===== src/rtl/qos_vc_arbiter.sv =====
// qos_vc_arbiter: weighted round-robin egress scheduler for two VC FIFOs; define QOS_STRICT_PRIORITY_EN for strict VC0 priority
module qos_vc_arbiter #(
   parameter int DATA_WIDTH   = 8,
   parameter int WEIGHT_WIDTH = 4
) (
   input  logic                    clk,
   input  logic                    reset_L,
   input  logic                    vc0_empty,
   input  logic [DATA_WIDTH-1:0]   vc0_data,
   input  logic                    vc1_empty,
   input  logic [DATA_WIDTH-1:0]   vc1_data,
   input  logic                    out_full,
   input  logic [WEIGHT_WIDTH-1:0] weight0,
   input  logic [WEIGHT_WIDTH-1:0] weight1,
   output logic                    vc0_pop,
   output logic                    vc1_pop,
   output logic [DATA_WIDTH-1:0]   data_out,
   output logic                    valid_out,
   output logic                    active_vc
);
   typedef enum logic [1:0] {IDLE, SERVE0, SERVE1} state_t;
   state_t state_q, state_d;
   logic [WEIGHT_WIDTH-1:0] cnt_q, cnt_d;
   logic [DATA_WIDTH-1:0] data_q;
   logic valid_q, active_q;
   logic stall;
   assign vc0_pop   = state_q == SERVE0 && !vc0_empty && !out_full;
   assign vc1_pop   = state_q == SERVE1 && !vc1_empty && !out_full;
   assign stall     = out_full && ((state_q == SERVE0 && !vc0_empty) || (state_q == SERVE1 && !vc1_empty));
   assign data_out  = data_q;
   assign valid_out = valid_q;
   assign active_vc = active_q;
`ifdef QOS_STRICT_PRIORITY_EN
   logic unused_w;
   assign unused_w = ^{weight0, weight1, cnt_q};
   // next state: VC0 wins whenever it has data; a stalled turn holds
   always_comb begin
      cnt_d   = '0;
      state_d = stall ? state_q : !vc0_empty ? SERVE0 : !vc1_empty ? SERVE1 : IDLE;
   end
`else
   logic [WEIGHT_WIDTH-1:0] weff0, weff1;
   logic last0, last1;
   assign weff0 = (weight0 == '0) ? WEIGHT_WIDTH'(1) : weight0;
   assign weff1 = (weight1 == '0) ? WEIGHT_WIDTH'(1) : weight1;
   assign last0 = cnt_q >= weff0 - 1'b1;
   assign last1 = cnt_q >= weff1 - 1'b1;
   // next state: count pops in the turn, hand over on weight exhaustion or empty VC
   always_comb begin
      state_d = state_q;
      cnt_d   = cnt_q;
      unique case (state_q)
         SERVE0: begin
            if (vc0_empty) begin
               cnt_d   = '0;
               state_d = !vc1_empty ? SERVE1 : IDLE;
            end else if (vc0_pop) begin
               cnt_d   = last0 ? '0 : cnt_q + 1'b1;
               state_d = (last0 && !vc1_empty) ? SERVE1 : SERVE0;
            end
         end
         SERVE1: begin
            if (vc1_empty) begin
               cnt_d   = '0;
               state_d = !vc0_empty ? SERVE0 : IDLE;
            end else if (vc1_pop) begin
               cnt_d   = last1 ? '0 : cnt_q + 1'b1;
               state_d = (last1 && !vc0_empty) ? SERVE0 : SERVE1;
            end
         end
         default: begin
            cnt_d   = '0;
            state_d = !vc0_empty ? SERVE0 : !vc1_empty ? SERVE1 : IDLE;
         end
      endcase
   end
`endif
   // state and turn counter registers
   always_ff @(posedge clk or negedge reset_L) begin
      if (!reset_L) begin
         state_q <= IDLE;
         cnt_q   <= '0;
      end else begin
         state_q <= state_d;
         cnt_q   <= cnt_d;
      end
   end
   // egress register: capture the popped word, track the serving VC
   always_ff @(posedge clk or negedge reset_L) begin
      if (!reset_L) begin
         data_q   <= '0;
         valid_q  <= 1'b0;
         active_q <= 1'b0;
      end else begin
         valid_q  <= vc0_pop | vc1_pop;
         if (vc0_pop | vc1_pop) data_q <= vc1_pop ? vc1_data : vc0_data;
         active_q <= state_q == SERVE0 ? 1'b0 : state_q == SERVE1 ? 1'b1 : active_q;
      end
   end
endmodule


===== config.mk =====
export PLATFORM = sky130hd
export DESIGN_NAME = qos_vc_arbiter
export DESIGN_NICKNAME = d
export VERILOG_FILES = /design/src/rtl/qos_vc_arbiter.sv
export SDC_FILE = /design/constraint.sdc
export NUM_CORES = 1
export LEC_CHECK = 0
export ABC_AREA = 0
export CAP_MARGIN = 40
export CELL_PAD_IN_SITES_DETAIL_PLACEMENT = 1
export CELL_PAD_IN_SITES_GLOBAL_PLACEMENT = 1
export CORE_UTILIZATION = 33
export CTS_BUF_LIST = sky130_fd_sc_hd__clkbuf_4
export CTS_CLUSTER_SIZE = 40
export DETAILED_ROUTE_END_ITERATION = 8
export GPL_TIMING_DRIVEN = 0
export PLACE_DENSITY = 0.92
export SYNTH_ARGS = -nofsm -noshare
export SYNTH_HDL_FRONTEND = slang
export SYNTH_SLANG_ARGS = --single-unit

===== constraint.sdc =====
create_clock -name clk -period 2.69 [get_ports clk]
set_clock_uncertainty 0.05 [all_clocks]
set_input_delay 0.807 -clock clk [delete_from_list [all_inputs] [get_ports clk]]
set_output_delay 0.807 -clock clk [all_outputs]
set_load 0.05 [all_outputs]

### Word level (Yosys, flattened, before mapping)

Cells that the tools add are included.

| word-level totals | value |
|---|---|
| input bits | 29 |
| word-level logic and storage cells | 50 |
| register bits | 16 |
| output and inout port bits | 12 |

| cells by class | value |
|---|---|
| order comparisons | 2 |
| add/sub/neg operators | 3 |
| eq/ne operators | 4 |
| reduce and logical (&&, ||, !) cells | 13 |
| multiplexer cells | 22 |
| bitwise gates (word level) | 1 |

Operators with widths:

| cell | count |
|---|---|
| $mux 4 | 8 |
| $mux 2 | 8 |
| $ge 4x4->1 | 2 |
| $logic_not 4->1 | 2 |
| $mux 8 | 1 |
| $pmux 4 s2 | 1 |
| $sub 4x1->4 const B | 2 |
| $logic_and 1x1->1 | 6 |
| $ne 3x3->1 const B | 2 |
| $add 4x1->4 const B | 1 |
| $pmux 2 s2 | 1 |
| $logic_not 1->1 | 3 |
| $mux 1 | 3 |
| $eq 2x1->1 const B | 1 |
| $eq 2x2->1 const B | 1 |
| $reduce_and 2->1 | 1 |
| $reduce_bool 2->1 | 1 |
| $or 1x1->1 | 1 |

### Depth between registers and ports, before layout

Gate-level depths: netlist (run 1).

| logic depth | value |
|---|---|
| depth after elaboration | 9 |
| mapped depth | 9 |
| depth with buffers taken out | 9 |

### Worst setup path before layout (run 1)

OpenSTA, ideal clock, no wires.

| timing path | value |
|---|---|
| kind | input-to-reg |
| start | input weight0[0] |
| end | register cnt_q[0] |
| stages | 9 |
| path slack | -0.060 ns |
| library setup time | 0.125 ns |
| buffers on the path | 0 |
| required time | 2.515 ns |
| data arrival time | 2.575 ns |
| path through | or2_2 > nor2_1 > a21oi_1 > ha_1 > or4b_1 > a32o_1 > nand2_2 > o21ai_2 > mux2_2 |

| on the way | value |
|---|---|
| word-level cells in the longest chain between the ends | 8 |

Ends and longest elaborated chain:

| what | line | source |
|---|---|---|
| start: declaration | 13 | `input logic [WEIGHT_WIDTH-1:0] weight0,` |
| $logic_not 4->1 | 44 | `assign weff0 = (weight0 == '0) ? WEIGHT_WIDTH'(1) : weight0;` |
| $mux 4 * | 44 |  |
| $sub 4x1->4 * | 46 | `assign last0 = cnt_q >= weff0 - 1'b1;` |
| $ge 4x4->1 * | 46 |  |
| $mux 4 * | 58 | `cnt_d = last0 ? '0 : cnt_q + 1'b1;` |
| $mux 4 * | 57 | `end else if (vc0_pop) begin` |
| $mux 4 * | 54 | `if (vc0_empty) begin` |
| $pmux 4 s2 * | 52 | `unique case (state_q)` |
| end signal: assignment | 85 | `cnt_q <= cnt_d;` |
| end: declaration | 23 | `logic [WEIGHT_WIDTH-1:0] cnt_q, cnt_d;` |

Mark *: on every way between the ends. The rest lies on a longest branch, timed or not. The select of a mux whose other input is x is not followed.
A chain may end at the register's enable or synchronous reset.

### Final worst setup path (run 1)

Ends and elaborated chain as after synthesis.

==> summary.md, run 1 <==
| Metric | Value |
|---|---|
| Fin util | 0.5520 |
| Final setup fails | 0 |
| Yosys warning count | 0 |
| Main synth FF type | dfrtp_1 |
| Post-DR vias/cell | 5.210 |
| DRT antenna net count | 0 |
| Worst Hold Launch | active_vc |
| Reg2reg end | cnt_q[0] |
| Cell Pwr Density | 806.0 nW/um2 |
| Initial Utilization | 0.3492 |
| Design Power | 1.370 mW |
| Die extent in y | 59.07 um |
| Slowest CP cell | or4b_4 |
| Final Max Slew Viols | 0 |
| Port Buffer Count | 40 |
| Post-Syn Nets | 157 |
| Relative slew slack | 0.4518 |
| Post-synth top area share | 0.3725 |
| CTS tree | done |
| Crit Path Max Fanout | 3 |
| Global-route usage over all layers | 0.2173 |
| H-Tree Depth | 1 |
| Row count | 20 |
| Largest net degree at the start of global routing | 17 |
| Clk sinks | 16 |
| Hold depth | 1 |
| Hold path endpoint | active_vc |
| Seq cells post-synth | 16 |
| Tcrit/Tclk final | 0.9818 |
| Post-Syn Instances | 119 |
| GPL Wtd Cong | 0.7981 |
| Max cap viols | 0 |
| Number of synthesized flops with an enable pin | 0 |
| Vias in the first global route | 1,249 |
| Global-route wire length before repair | 5623 um |
| Worst Setup End Kind | flop |
| Status | completed |
| DP HPWL | 2510 um |
| Critical R2R Launch | cnt_q[1] |
| Post-synth ARST share | 1.000 |
| Synth cell types | 34 |
| Placed Cells | 203 |
| DR iter-0 viols | 17 |
| Leak Pwr | 0.7255 nW |
| Critical Path AT | 2.76 ns |
| Worst min-delay path class | flop to flop |
| Num CTS Buffers | 3 |
| CTS clk-pin slew, worst paths | 0.09 ns |
| Die area | 3489 um2 |
| Crit path time final | 2.641 ns |
| Final hold vios | 0 |
| Total global routing overflow | 0 |
| Setup crit start kind | input pin |
| Most frequent cell after synthesis | dfrtp_1 |
| CTS max path bufs | 2 |
| Maximum vdd drop | 0.0006024 V |
| Buf/Inv on CP | 1 |
| Delay-heaviest family, CP | simple AND/OR/NAND/NOR gates |
| CP Data Required Time | 2.81 ns |
| Die width | 59.07 um |
| Worst slew pin tran | 0.8149 ns |
| Worst skew pair latency | 0.28 ns |
| Synth top area cells | dfrtp_1 37%, ha_1 10%, a21oi_1 5.6%, mux2i_1 5.6%, nor2_1 5.2% |
| Fmax | 0.3786 GHz |
| CTS Root Cell | clkbuf_4 |
| Core area | 3078 um2 |
| Layout cells sized above 1 | 0.2412 |
| Non-filler cells, final | 214 |
| Critical path class | input pin to flop |
| Synth area leader | dfrtp_1 |
| Sequential area share after synthesis | 0.3725 |
| DRC | 0 |
| Top cells by count, synth | 16 x dfrtp_1, 15 x nor2_1, 12 x a21oi_1, 9 x ha_1 |
| Final WL | 3498 um |
| Fin nets | 209 |
| ANT cells | 0 |
| Fillers | 365 |
| Setup slack, reg-to-reg | 0.59 ns |
| Antenna violations before repair | 0 |
| DR vias | 1,115 |
| IO Count | 41 |
| P&R area growth vs syn | 58.09% |
| WL per Instance | 16.35 um |
| Post-Syn Area | 1075 um2 |
| Detailed Routing Iterations Pass 1 | 4 |
| Mean area per synthesized cell | 9.032 um2 |
| Cells on worst reg2reg path | 6 |
| CP Cell Sequence | buf_2 > or2_4 > nor2_4 > a21oi_2 > ha_1 > or4b_4 > a32o_2 > nand2_2 > o21ai_4 > mux2_4 |
| CP max stage delay | 0.45 ns |
[cell families (layout without fill, tap and decap cells)]
family	count (synthesis)	after routing	synth area share
flip-flops	16	16	0.3725
buffers and inverters	10	61	0.03724
multiplexers	7	7	0.06636
AND/OR/NAND/NOR	39	39	0.1758
adder cells (fa/ha/maj)	9	9	0.1048
AO/OA/AOI/OAI	36	36	0.2270
XOR/XNOR	2	2	0.01630
[worst register-to-register path, stage by stage (launching register included)]
cell and delay (ns):
dfrtp_1 0.45, ha_1 0.32, or4b_4 0.45, a32o_2 0.29, nand2_2 0.09, o21ai_4 0.07, mux2_4 0.27
[how the worst max path moves through the flow]
stage / cells past startpoint / slack, ns / end / startpoint
after floorplan: 9 / -0.002 / cnt_q[0] / weight0[0]
after global placement: 5 / -1.14 / vc1_pop / vc1_empty
after detailed placement: 5 / -1.16 / vc1_pop / vc1_empty
after CTS: 10 / 0.04 / cnt_q[0] / weight1[1]
after global routing: 10 / -0.02 / state_q[1] / weight1[1]
final: 10 / 0.05 / cnt_q[0] / weight0[0]
[routing by layer]
metal / GRT usage / wire [um]
met5: 0 / 0
met4: 0.03061 / 8
met3: 0.03712 / 149
met2: 0.4610 / 2028
met1: 0.2187 / 1312
[metrics by stage]
stage	TNS, ns	setup slack, ns	area [um2]	hold slack (ns)
2_1_floorplan	-0.001542	-0.001542	1079	0.4613
3_3_place_gp	-4.898	-1.141	1534	0.4225
3_5_place_dp	-5.847	-1.155	1534	0.4215
4_1_cts	0	0.04207	1673	0.4484
5_1_grt	-0.02226	-0.02061	1699	0.4819
6_report	0	0.04896	1699	0.4426
[cells in the final DEF, fill, tap and decap left out, types with 3 or more instances in the layout]
cell             netlist  final
ha_1                   9      7
dlygate4sd2_1          0      5
a21oi_1               12     11
nor2_4                 0      3
o21ai_0                7      7
nand2_1                7      7
mux2i_1                6      6
nor3_1                 4      4
buf_4                  0      7
inv_1                  7      7
clkbuf_4               0      3
clkdlybuf4s50_1        0     27
buf_2                  1      4
nor2_1                15     10
dfrtp_1               16     16
[sequential cells by signal, indices dropped and copies added (netlist names)]
register / count
valid_out: 1
cnt_q: 4
active_vc: 1
state_q: 2
data_out: 8
[power by group]
group	switching [mW]	internal [mW]	total, mW
registers	0.0567	0.328	0.384
clock network	0.0727	0.0537	0.126
logic	0.539	0.320	0.859
total	0.669	0.701	1.37
[timing repair]
item	in CTS	in global routing
pin swaps	14	6
cloned	0	0
setup buffers	7	0
setup endpoints to repair	8	6
hold buffers	0	0
resized for setup	59	6
[area by class of cell]
cell class,instances,area [um2],share of cell area
Tap cell,44,55.05,0.03240
Clock buffer,3,22.52,0.01325
Multi-Input combinational cell,93,732.0,0.4308
Sequential cell,16,400.4,0.2356
Clock inverter,1,3.754,0.002209
Timing Repair Buffer,47,435.4,0.2563
Buffer,3,23.77,0.01399
Inverter,7,26.28,0.01546
Power figures use the tool's default switching activity.
==> inputs of run 2 (changes only) <==
--- a/config.mk
+++ b/config.mk
@@ -9,6 +9,7 @@
 export CAP_MARGIN = 40
 export CELL_PAD_IN_SITES_DETAIL_PLACEMENT = 1
 export CELL_PAD_IN_SITES_GLOBAL_PLACEMENT = 1
+export CORE_MARGIN = 2
 export CORE_UTILIZATION = 33
 export CTS_BUF_LIST = sky130_fd_sc_hd__clkbuf_4
 export CTS_CLUSTER_SIZE = 40
==> summary.md, run 2 (synthesis results as in run 1) <==
| Metric | Value |
|---|---|
| Total global routing overflow | 0 (unchanged) |
| Worst skew pair latency | 0.28 ns (about the same) |
| CTS Root Cell | clkbuf_4 (unchanged) |
| H-Tree Depth | 1 (unchanged) |
| DP HPWL | 2506 um (was 2510 um) |
| CTS tree | done (unchanged) |
| Die area | 3730 um2 (was 3489 um2) |
| Seq pwr share | 0.280 (was 0.281) |
| Sw frac | 0.4919 (was 0.4883) |
| Worst Setup End Kind | flop (unchanged) |
| CTS clk-pin slew, worst paths | 0.09 ns (about the same) |
| Relative slew slack | 0.4993 (was 0.4518) |
| Vias in the first global route | 1,273 (was 1,249) |
| Row count | 20 (unchanged) |
| DR iter-0 viols | 9 (was 17) |
| Fin Setup TNS | 0 ns (unchanged) |
| Non-filler cells, final | 214 (unchanged) |
| Clk sinks | 16 (unchanged) |
| Fin nets | 210 (was 209) |
| Final WL | 3810 um (was 3498 um) |
| Setup crit start kind | input pin (unchanged) |
| Leak Pwr | 0.7399 nW (was 0.7255 nW) |
| Maximum vdd drop | 0.0004651 V (was 0.0006024 V) |
| DRC | 0 (unchanged) |
| Layout cells sized above 1 | 0.2353 (was 0.2412) |
| Die extent in y | 61.07 um (was 59.07 um) |
| DR vias | 1,131 (was 1,115) |
| Initial Utilization | 0.3492 (unchanged) |
| Hold Buf Count CTS | 0 (unchanged) |
| Detailed Routing Iterations Pass 1 | 4 (unchanged) |
| Final Max Slew Viols | 0 (unchanged) |
| Final hold vios | 0 (unchanged) |
| Core area | 3078 um2 (unchanged) |
| Critical path class | input pin to flop (unchanged) |
| Worst slew pin tran | 0.7487 ns (was 0.8149 ns) |
| Crit Path Max Fanout | 3 (unchanged) |
| Multi-input gate area | 725.7 um2 (was 732.0 um2) |
| Most common cell after layout, fill and taps aside | clkdlybuf4s50_1 (unchanged) |
| Combinational fraction of design power | 0.629 (was 0.627) |
| Global-route wire length before repair | 5954 um (was 5623 um) |
| WL per Instance | 17.80 um (was 16.35 um) |
| Post-DR vias/cell | 5.285 (was 5.210) |
| Max cap viols | 0 (unchanged) |
| Final setup fails | 0 (unchanged) |
| Port Buffer Count | 40 (unchanged) |
| Num CTS Buffers | 3 (unchanged) |
| P&R area growth vs syn | 59.60% (was 58.09%) |
| Cell Pwr Density | 807.1 nW/um2 (was 806.0 nW/um2) |
| Critical Path AT | 2.80 ns (was 2.76 ns) |
| Max FFs per register | 8 (unchanged) |
| Placed Cells | 203 (unchanged) |
| Fmax | 0.3738 GHz (was 0.3786 GHz) |
| CP Data Required Time | 2.82 ns (was 2.81 ns) |
| Crit path time final | 2.675 ns (was 2.641 ns) |
| Die width | 61.07 um (was 59.07 um) |
| Worst min-delay path class | flop to flop (unchanged) |
| DRT antenna net count | 0 (unchanged) |
| Global-route usage over all layers | 0.2223 (was 0.2173) |
| Fillers | 369 (was 365) |
| Status | completed (unchanged) |
| Reg area | 400.4 um2 (unchanged) |
| Int Pwr | 0.7034 mW (was 0.7008 mW) |
| Switching power total | 0.6811 mW (was 0.6687 mW) |
| GPL Wtd Cong | 0.7975 (was 0.7981) |
| IO Count | 41 (unchanged) |
| Tcrit/Tclk final | 0.9944 (was 0.9818) |
| Commonest non-fill, non-tap cells in the layout | 27 x clkdlybuf4s50_1, 16 x dfrtp_1, 11 x a21oi_1 (unchanged) |
| Clock power frac | 0.091 (was 0.092) |
| Antenna violations before repair | 0 (unchanged) |
| Largest net degree at the start of global routing | 17 (unchanged) |
| ANT cells | 0 (unchanged) |
| CTS max path bufs | 2 (unchanged) |
-- run 2: area by class of cell --
| type | count | area share |
|---|---|---|
| Buffer | 3 | 0.01386 |
| Sequential cell | 16 | 0.2334 |
| Tap cell | 44 | 0.03209 |
| Multi-Input combinational cell | 93 | 0.4230 |
| Inverter | 7 | 0.01532 |
| Clock buffer | 3 | 0.01313 |
| Timing Repair Buffer | 48 | 0.2691 |
-- run 2: worst paths after layout --
path                       startpoint          to  slack, ns  cells past startpoint
max                        weight0[1]    cnt_q[2]       0.02                     10
min in group asynchronous     reset_L  state_q[1]       0.91                      1
min reg2reg                 active_vc   active_vc       0.45                      1
max in group asynchronous     reset_L  state_q[0]       1.21                      1
max reg2reg                  cnt_q[1]    cnt_q[2]       0.52                      6
min                         active_vc   active_vc       0.45                      1
-- run 2: power by group through the flow --
stage | Combinational [mW] | Sequential (mW) | Clock (mW)
4_1_cts | 0.846 | 0.385 | 0.130
3_3_place_gp | 0.775 | 0.380 | 0
2_1_floorplan | 0.280 | 0.623 | 0
6_report | 0.871 | 0.387 | 0.127
3_5_place_dp | 0.798 | 0.388 | 0
5_1_grt | 0.934 | 0.398 | 0.139
-- run 2: critical path, stage by stage --
cell     delay, ns
buf_2         0.12
or2_4         0.25
nor2_4        0.09
a21oi_2       0.04
ha_1          0.29
or4b_1        0.45
a32o_2        0.32
nand2_1       0.11
nand2_1       0.07
a32o_1        0.26
-- run 2: routing by layer --
metal	routed length (um)	track usage	up-vias
met2	2105	0.4225	37
met3	167	0.03571	8
met5	0	0	-
met4	58	0.08696	0
met1	1479	0.2437	550
li1	-	-	536
-- run 2: stage by stage --
| stage | util | area [um2] | setup slack, ns | hold slack (ns) | power, mW |
|---|---|---|---|---|---|
| 2_1_floorplan | - | 1079 | -0.001542 | 0.4613 | 0.9030 |
| 3_3_place_gp | 0.4984 | 1534 | -1.146 | 0.4221 | 1.155 |
| 3_5_place_dp | 0.4984 | 1534 | -1.128 | 0.4223 | 1.185 |
| 4_1_cts | 0.5423 | 1669 | 0.0004164 | 0.4482 | 1.361 |
| 5_1_grt | 0.5573 | 1715 | -0.02484 | 0.4772 | 1.471 |
| 6_report | 0.5573 | 1715 | 0.01503 | 0.4467 | 1.385 |
-- run 2: timing repair --
item                                    CTS  global route
buffers inserted                          7             1
hold endpoints to repair                  0             0
pin swaps                                10             8
resized for setup                        51            14
endpoints found under the setup margin    8             7
